===== src/rtl/ctrl_pkg.sv =====
// Shared types for the control unit: opcodes, FSM states,
// branch condition codes and the datapath strobe bundle.
package ctrl_pkg;

   typedef enum logic [3:0] {
      OP_NOP   = 4'h0,
      OP_ALU   = 4'h1,
      OP_ALUI  = 4'h2,
      OP_LDI   = 4'h3,
      OP_LOAD  = 4'h4,
      OP_STORE = 4'h5,
      OP_PUSH  = 4'h6,
      OP_HALT  = 4'h7,
      OP_POP   = 4'h8,
      OP_JMP   = 4'h9,
      OP_CALL  = 4'hA,
      OP_RET   = 4'hB,
      OP_RTI   = 4'hC
   } opcode_t;

   typedef enum logic [3:0] {
      FETCH0 = 4'd0,
      FETCH1 = 4'd1,
      EXEC   = 4'd2,
      MEM0   = 4'd3,
      MEM1   = 4'd4,
      IRQ0   = 4'd5,
      IRQ1   = 4'd6,
      HALT   = 4'd7
   } state_t;

   localparam logic [3:0] COND_ALWAYS = 4'd0;
   localparam logic [3:0] COND_Z      = 4'd1;
   localparam logic [3:0] COND_NZ     = 4'd2;
   localparam logic [3:0] COND_N      = 4'd3;
   localparam logic [3:0] COND_NN     = 4'd4;
   localparam logic [3:0] COND_LE     = 4'd5;

   typedef struct packed {
      logic reg_write;
      logic mem_to_reg;
      logic mem_read_is_pc;
      logic mem_read_is_sp;
      logic alu_override_imm8;
      logic alu_override_imm4;
      logic alu_set_flags;
      logic set_pc;
      logic pc_from_register;
      logic pc_from_irq;
      logic pc_from_mem;
      logic mem_write;
      logic mem_write_is_stack;
      logic mem_write_next_pc;
      logic mem_write_this_pc;
      logic set_sp;
      logic increase_sp;
      logic reset_irq;
   } strobes_t;

endpackage


===== src/rtl/control_unit_branch_cond.sv =====
// Branch condition evaluation from the Z/N flags.
module branch_cond
   import ctrl_pkg::*;
(
   input  logic [3:0] cond,
   input  logic       z,
   input  logic       n,
   output logic       taken
);

   always_comb begin
      taken = 1'b0;
      unique case (cond)
         COND_ALWAYS: taken = 1'b1;
         COND_Z:      taken = z;
         COND_NZ:     taken = ~z;
         COND_N:      taken = n;
         COND_NN:     taken = ~n;
         COND_LE:     taken = n | z;
         default:     taken = 1'b0;
      endcase
   end

endmodule


===== src/rtl/control_unit.sv =====
// Multi-cycle sequencer: fetch/exec/mem phases, stack ops,
// branches, interrupt entry/return and halt.
module control_unit
   import ctrl_pkg::*;
#(
   parameter logic [3:0] IRQ_VECTOR_REG = 4'hC,
   parameter logic       RESET_IE       = 1'b0
) (
   input  logic        clock,
   input  logic        reset,
   input  logic [15:0] current_instruction,
   input  logic        Z_out,
   input  logic        N_out,
   input  logic        irq,
   output logic        reg_write,
   output logic        mem_to_reg,
   output logic        mem_read_is_pc,
   output logic        mem_read_is_sp,
   output logic        alu_override_imm8,
   output logic        alu_override_imm4,
   output logic        alu_set_flags,
   output logic        set_pc,
   output logic        pc_from_register,
   output logic        pc_from_irq,
   output logic        pc_from_mem,
   output logic        mem_write,
   output logic        mem_write_is_stack,
   output logic        mem_write_next_pc,
   output logic        mem_write_this_pc,
   output logic        set_sp,
   output logic        increase_sp,
   output logic        reset_irq,
   output logic        halted,
   output logic        ie,
   output logic [3:0]  state_poke
);

   state_t     state;
   strobes_t   s;
   logic [3:0] op;
   logic       taken;
   logic       irq_go;
   logic       has_mem;
   logic       stack_rd;
   logic       unused_ins;

   assign op         = current_instruction[15:12];
   assign irq_go     = irq & ie;
   assign has_mem    = op inside {OP_LOAD, OP_POP, OP_RET, OP_RTI};
   assign stack_rd   = op inside {OP_POP, OP_RET, OP_RTI};
   assign unused_ins = ^current_instruction[11:4];

   branch_cond u_cond (
      .cond  (current_instruction[3:0]),
      .z     (Z_out),
      .n     (N_out),
      .taken (taken)
   );

   // irq is only looked at on instruction boundaries and in HALT
   always_ff @(posedge clock or negedge reset) begin
      if (!reset) begin
         state <= FETCH0;
         ie    <= RESET_IE;
      end else begin
         unique case (state)
            FETCH0: state <= FETCH1;
            FETCH1: state <= EXEC;
            EXEC: begin
               if (op == OP_HALT)
                  state <= HALT;
               else if (has_mem)
                  state <= MEM0;
               else
                  state <= irq_go ? IRQ0 : FETCH0;
            end
            MEM0: state <= MEM1;
            MEM1: begin
               if (op == OP_RTI)
                  ie <= 1'b1;
               state <= irq_go ? IRQ0 : FETCH0;
            end
            IRQ0: state <= IRQ1;
            IRQ1: begin
               ie    <= 1'b0;
               state <= FETCH0;
            end
            HALT: begin
               if (irq_go)
                  state <= IRQ0;
            end
            default: state <= FETCH0;
         endcase
      end
   end

   always_comb begin
      s = '0;
      if (reset) begin
         unique case (state)
            FETCH0: s.mem_read_is_pc = 1'b1;
            FETCH1: begin
               s.mem_read_is_pc = 1'b1;
               s.set_pc         = 1'b1;
            end
            EXEC: begin
               unique case (op)
                  OP_ALU: begin
                     s.reg_write     = 1'b1;
                     s.alu_set_flags = 1'b1;
                  end
                  OP_ALUI: begin
                     s.reg_write         = 1'b1;
                     s.alu_set_flags     = 1'b1;
                     s.alu_override_imm4 = 1'b1;
                  end
                  OP_LDI: begin
                     s.reg_write         = 1'b1;
                     s.alu_override_imm8 = 1'b1;
                  end
                  OP_STORE: s.mem_write = 1'b1;
                  OP_PUSH: begin
                     s.mem_write          = 1'b1;
                     s.mem_write_is_stack = 1'b1;
                     s.set_sp             = 1'b1;
                  end
                  OP_POP, OP_RET, OP_RTI: begin
                     s.set_sp      = 1'b1;
                     s.increase_sp = 1'b1;
                  end
                  OP_JMP: begin
                     s.set_pc           = taken;
                     s.pc_from_register = taken;
                  end
                  OP_CALL: begin
                     s.mem_write          = 1'b1;
                     s.mem_write_is_stack = 1'b1;
                     s.mem_write_next_pc  = 1'b1;
                     s.set_sp             = 1'b1;
                     s.set_pc             = 1'b1;
                     s.pc_from_register   = 1'b1;
                  end
                  default: s = '0;
               endcase
            end
            MEM0: s.mem_read_is_sp = stack_rd;
            MEM1: begin
               s.mem_read_is_sp = stack_rd;
               if (op == OP_LOAD || op == OP_POP) begin
                  s.reg_write  = 1'b1;
                  s.mem_to_reg = 1'b1;
               end
               if (op == OP_RET || op == OP_RTI) begin
                  s.set_pc      = 1'b1;
                  s.pc_from_mem = 1'b1;
               end
            end
            IRQ0: begin
               s.mem_write          = 1'b1;
               s.mem_write_is_stack = 1'b1;
               s.mem_write_this_pc  = 1'b1;
               s.set_sp             = 1'b1;
            end
            IRQ1: begin
               s.set_pc           = 1'b1;
               s.pc_from_irq      = 1'b1;
               s.pc_from_register = 1'b1;
               s.reset_irq        = 1'b1;
            end
            default: s = '0;
         endcase
      end
   end

   assign reg_write          = s.reg_write;
   assign mem_to_reg         = s.mem_to_reg;
   assign mem_read_is_pc     = s.mem_read_is_pc;
   assign mem_read_is_sp     = s.mem_read_is_sp;
   assign alu_override_imm8  = s.alu_override_imm8;
   assign alu_override_imm4  = s.alu_override_imm4;
   assign alu_set_flags      = s.alu_set_flags;
   assign set_pc             = s.set_pc;
   assign pc_from_register   = s.pc_from_register;
   assign pc_from_irq        = s.pc_from_irq;
   assign pc_from_mem        = s.pc_from_mem;
   assign mem_write          = s.mem_write;
   assign mem_write_is_stack = s.mem_write_is_stack;
   assign mem_write_next_pc  = s.mem_write_next_pc;
   assign mem_write_this_pc  = s.mem_write_this_pc;
   assign set_sp             = s.set_sp;
   assign increase_sp        = s.increase_sp;
   assign reset_irq          = s.reset_irq;
   assign halted             = (state == HALT);
   assign state_poke         = state;

   // ISR address is read from a fixed register selected via pc_from_register
   always_ff @(posedge clock) begin
      if (reset) begin
         assert (!(s.mem_write && s.reg_write));
         assert (!(s.pc_from_mem && s.pc_from_register));
         assert (!s.pc_from_irq ||
                 (s.pc_from_register && IRQ_VECTOR_REG != 4'h0));
      end
   end

endmodule


===== config.mk =====
export PLATFORM = sky130hd
export DESIGN_NAME = control_unit
export DESIGN_NICKNAME = d
export VERILOG_FILES = /design/src/rtl/ctrl_pkg.sv /design/src/rtl/control_unit_branch_cond.sv /design/src/rtl/control_unit.sv
export SDC_FILE = /design/constraint.sdc
export NUM_CORES = 1
export LEC_CHECK = 0
export CAP_MARGIN = 20
export CORE_MARGIN = 2
export CORE_UTILIZATION = 33
export DETAILED_ROUTE_END_ITERATION = 7
export MAX_ROUTING_LAYER = met4
export PLACE_DENSITY_LB_ADDON = 0.25
export SLEW_MARGIN = 20
export SYNTH_ARGS = -nofsm -noshare
export SYNTH_HDL_FRONTEND = slang
export SYNTH_HIERARCHICAL = 1
export SYNTH_SLANG_ARGS = --single-unit
export TNS_END_PERCENT = 5

===== constraint.sdc =====
create_clock -name clock -period 1.1 [get_ports clock]
set_input_delay 0.165 -clock clock [delete_from_list [all_inputs] [get_ports clock]]
set_output_delay 0.165 -clock clock [all_outputs]
set_load 0.1 [all_outputs]

# After elaboration in Yosys (flattened, before gate mapping)
# Index checks and enable logic that the tools add are counted.
# totals
wordCells,82
register_bits,5
input_bits,21
output_inout_bits,24
# classes
reduce_logical,17
n_bitwise,4
muxes,33
eq_ne,26
# op_table
operator,count
"4-bit by 3-bit == test with 1-bit output, second input constant",10
4-bit case mux with 7 select lines,1
"4-bit by 2-bit == test with 1-bit output, second input constant",6
"4-bit == test, second input constant",5
2-bit case mux with 2 select lines,5
18-bit 2-to-1 mux,1
1-bit 2-to-1 mux,17
"4-bit by 1-bit == test with 1-bit output, second input constant",3
3-bit 2-to-1 mux,4
2-bit OR reduction,5
3-bit OR reduction,3
4-bit logical NOT,2
1-bit case mux with 6 select lines,1
5-bit OR reduction,1
4-bit 2-to-1 mux,1
4-bit nonzero test,1
1-bit case mux with 3 select lines,1
3-bit nonzero test,1
1-bit logical OR,2
2-bit 2-to-1 mux,1
"2-bit by 1-bit inequality test with 1-bit output, second input constant",1
"2-bit inequality test, second input constant",1
1-bit NOT,2
1-bit case mux with 2 select lines,1
4 further kinds,4

# Depth between registers and ports, before layout
# depth
depth_word,5
ltp_mapped,6
mapped_depth_nobuf,6

# Modules after synthesis
# Netlist, hierarchy kept.
# modules_own_cells
module,cells_each,n_inst,area_per_inst_um2,seq_area_each_um2
control_unit,93,1,693.2,100.1
branch_cond,6,1,40.0,0.0

# Worst setup path after synthesis
# No wires, ideal clock.
# synth_path
kind,register to output
start,"reg state[1], in the netlist state_poke[1]"
end,out mem_write_is_stack
arrival_time_ns,3.749
stages_incl_launch_ff,5
slack_ns,-2.814
cell_sequence,dfrtp_1 -> buf_4 -> nor3b_4 -> nand3_1 -> a21boi_0
# synth_via
elab_chain_len,3
elab_cells_between_ends,4
classes_between,2 x eq/ne; 2 x mux
# synth_lines
element,line_no,source
"start, declared",control_unit.sv:38,state_t state;
"start signal, assigned",control_unit.sv:75,state <= irq_go ? IRQ0 : FETCH0;
"start signal, assigned",control_unit.sv:81,state <= irq_go ? IRQ0 : FETCH0;
4-bit by 3-bit == test with 1-bit output / 4-bit by 2-bit == test with 1-bit output (equally long branches),control_unit.sv:100,unique case (state)
2-bit case mux with 2 select lines (*),control_unit.sv:100,
18-bit 2-to-1 mux (*),control_unit.sv:99,if (reset) begin
"end, declared",control_unit.sv:27,"output logic mem_write_is_stack,"
# Every way passes the cells marked *; elsewhere a longest branch is shown, timed or not.

# Final worst setup path
# layout_path
start,"reg state[2], in the netlist state_poke[2]"
end,out alu_set_flags
# layout_via
elab_chain_len,3
# layout_lines
element,line_no,source
4-bit by 2-bit == test with 1-bit output,control_unit.sv:100,
3-bit 2-to-1 mux,control_unit.sv:100,
18-bit 2-to-1 mux,control_unit.sv:99,
"end, declared",control_unit.sv:21,"output logic alu_set_flags,"
# No other way between the ends.

==> results.sh <==
export IMPL_clkSlewWorstSetupHoldPaths_ns=0.05
export IMPL_dpl_hpwl_mm=2.028
export IMPL_rr_worst_depth=5
export IMPL_dieArea_um2=2615
export IMPL_pin_count=45
export IMPL_grt_first_pass_wirelength_mm=5.009
export IMPL_track_usage=0.2585
export IMPL_floorplan_rows=17
export IMPL_arrival_ns=1.68
export IMPL_coreArea_um2=2148
export IMPL_status="finished with violations"
export IMPL_synth_nets=120
export IMPL_rsz0062_at_grt="true"
export IMPL_routedWlPerCell_um=16.35
export IMPL_path_cells="buf_6, or3_4, a21oi_4, buf_12"
export IMPL_cts_buffers=3
export IMPL_initial_utilization=0.3413
export IMPL_maxCapViolCount=0
export IMPL_overflow=0
export IMPL_yosysSeqAreaShare=0.1365
export IMPL_clock_latency_ns=0.24
export IMPL_syn2layout_area_growth_pct=142.3
export IMPL_die_width_um=51.14
export IMPL_yosys_warnings=6
export IMPL_cp_max_fo=6
export IMPL_antenna_cells=0
export IMPL_multi_input_area_um2=739.5
export IMPL_fp_dieH_um=51.14
export IMPL_cp_slowest_stage_delay_ns=0.52
export IMPL_postSynthAreaPerCell_um2=7.406
export IMPL_final_seq_area_um2=108.9
export IMPL_setup_viol=26
export IMPL_min_period_over_period=1.677
export IMPL_violations="negative setup slack"
export IMPL_async_flop_share=1.000
export IMPL_crit_path_start_kind="register"
export IMPL_antenna_found_initial=0
export IMPL_tns_ns=-13.98
export IMPL_skew_ns=0.01039
export IMPL_htreeDepth=1
export IMPL_r2r_start="state_poke[2]"
export IMPL_synth_top_flop_cell="dfrtp_1"
export IMPL_hold_slack_ns=0.3582
export IMPL_max_freq_mhz=542.2
export IMPL_required_ns=0.94
export IMPL_hold_viol_final=0
export IMPL_viasPerCell=5.367
export IMPL_drc=0
export IMPL_ir_drop_mv=2.023
export IMPL_hp_class="in -> async"
export IMPL_synth_seq_cells=4
export IMPL_r2r_setup_slack_ns=-0.41
export IMPL_numPortBuffers=35
export IMPL_grt_pass1_vias=1066
export IMPL_preCtsSetupSlack_ns=-0.9234
export IMPL_grt_max_degree=15
export IMPL_fin_total_pwr_mw=3.851
export IMPL_worstSetupPathType="reg -> out"
export IMPL_drtIter0Drc=20
export IMPL_leakagePower_nw=0.7215
export IMPL_num_nets_final=182
export IMPL_cp_top_family="flip-flops"
export IMPL_synth_area_um2=733.2
export IMPL_dr_total_vias=1009
export IMPL_wirelength_mm=3.074
export IMPL_endpoint_kind="output port"
export IMPL_drtAntennaViolNets=0
export IMPL_nFillCells=124
export IMPL_slew_violations=0
export IMPL_dr_pass1_iters=4
export IMPL_setup_ws_ns=-0.7445
export IMPL_path_buf_inv=2
export IMPL_cts_max_path_buffers=2
export IMPL_fin_crit_ns=1.844
export IMPL_tritoncts_num_sinks=4
export IMPL_place_gp_congestion=0.8983
export IMPL_cts_root_buffer="clkbuf_4"
export IMPL_regToRegEndpoint="state_poke[1]"
export IMPL_power_density_nw_per_um2=2167
export IMPL_synthCells=99
export IMPL_synth_edf_count=0
export IMPL_cts_tree="built"
export IMPL_drive_above_1_share=0.6250
export IMPL_cp_slowest_cell="dfrtp_4"
export IMPL_synth_cell_types=43
state kept, by name, indices dropped and copies added, names as in the netlist:
name,flops
state_poke,3
ie,1
through the flow:
stage | instances | util | instance area [um^2]
finish | 188 | 0.8270 | 1777
CTS | 186 | 0.8072 | 1734
global placement | 178 | 0.7437 | 1598
detailed placement | 178 | 0.7437 | 1598
floorplan | 99 | - | 855.8
global route | 188 | 0.8270 | 1777
kinds of logic after synthesis:
| logic type | synth area share |
|---|---|
| buffers and inverters | 0.1143 |
| AO/OA/AOI/OAI | 0.3123 |
| AND/OR/NAND/NOR | 0.4061 |
| other | 0.005115 |
| flip-flops | 0.1365 |
| XOR/XNOR | 0.01195 |
| multiplexers | 0.01365 |
power breakdown:
part	leakage [nW]	internal, mW	switching (mW)	total [mW]
Combinational	0.659	1.41	1.87	3.28
Clock	0.0150	0.137	0.0755	0.213
Sequential	0.0471	0.241	0.118	0.358
worst max path at each step:
stage / startpoint / cells past startpoint / slack (ns) / end
after global routing: state_poke[0] / 5 / -0.80 / reg_write
after detailed placement: N_out / 8 / -0.92 / set_pc
final: state_poke[2] / 4 / -0.74 / alu_set_flags
after CTS: state_poke[1] / 4 / -0.73 / reg_write
after global placement: current_instruction[14] / 5 / -0.81 / alu_set_flags
after floorplan: state_poke[1] / 4 / -1.03 / set_pc
synth_stat cells, drive strengths merged (3+ instances only):
library cell | instances | area [um^2]
inv | 5 | 18.77
o21ai | 6 | 30.02
nor2 | 7 | 26.28
buf | 9 | 61.31
nand2b | 4 | 25.02
a21boi | 4 | 30.03
dfrtp | 4 | 100.1
nand2 | 6 | 22.52
nor2b | 7 | 43.79
nand3 | 3 | 15.01
a31oi | 3 | 18.77
nand3b | 3 | 35.03
o211ai | 4 | 30.03
a21oi | 4 | 20.02
nor3b | 3 | 38.79
cells in the final DEF (no fill, tap or decap), types with 2 or more instances in the layout:
cell and n:
nor2_4 4, inv_1 4, clkbuf_4 3, nor2_2 2, nand2b_1 4, o21ai_1 2
clkdlybuf4s50_1 4, dlygate4sd2_1 8, o21ai_0 3, a21oi_1 2, buf_12 23, buf_6 10
nor2b_2 2, buf_4 22, nand2_1 5, nor2b_1 4, a21boi_0 2, a21oi_4 2
nand3b_1 2, a31oi_4 2, dfrtp_4 2, nand3_1 2, and4_4 2, o211ai_1 4
nor3b_4 2, or2_4 2
per-layer routing:
layer,vias to the layer above,wire length (um),GRT usage
met4,0,64,0.06757
li1,477,-,-
met3,6,130,0.03801
met1,489,1203,0.2875
met5,-,0,-
met2,37,1676,0.4784
final cells by class:
cell class | instances | area share
well taps | 28 | 0.01972
inverters | 5 | 0.01056
multi-input cells | 80 | 0.4162
clock buffers | 4 | 0.01479
repair buffers | 67 | 0.4775
flip-flops and latches | 4 | 0.06127
worst reg2reg max path: stages (launching register included):
cell	delay [ns]
dfrtp_4	0.52
nor3b_4	0.29
buf_4	0.18
buf_6	0.09
o2111ai_2	0.14
a21bo_2	0.23
repair_timing:
action	CTS	global route
resized for setup	35	11
pin swaps	13	7
hold buffers	0	0
endpoints found under the hold margin	0	0
buffers inserted	4	2
setup endpoints to repair	26	26
(Power assumes the default switching activity.)
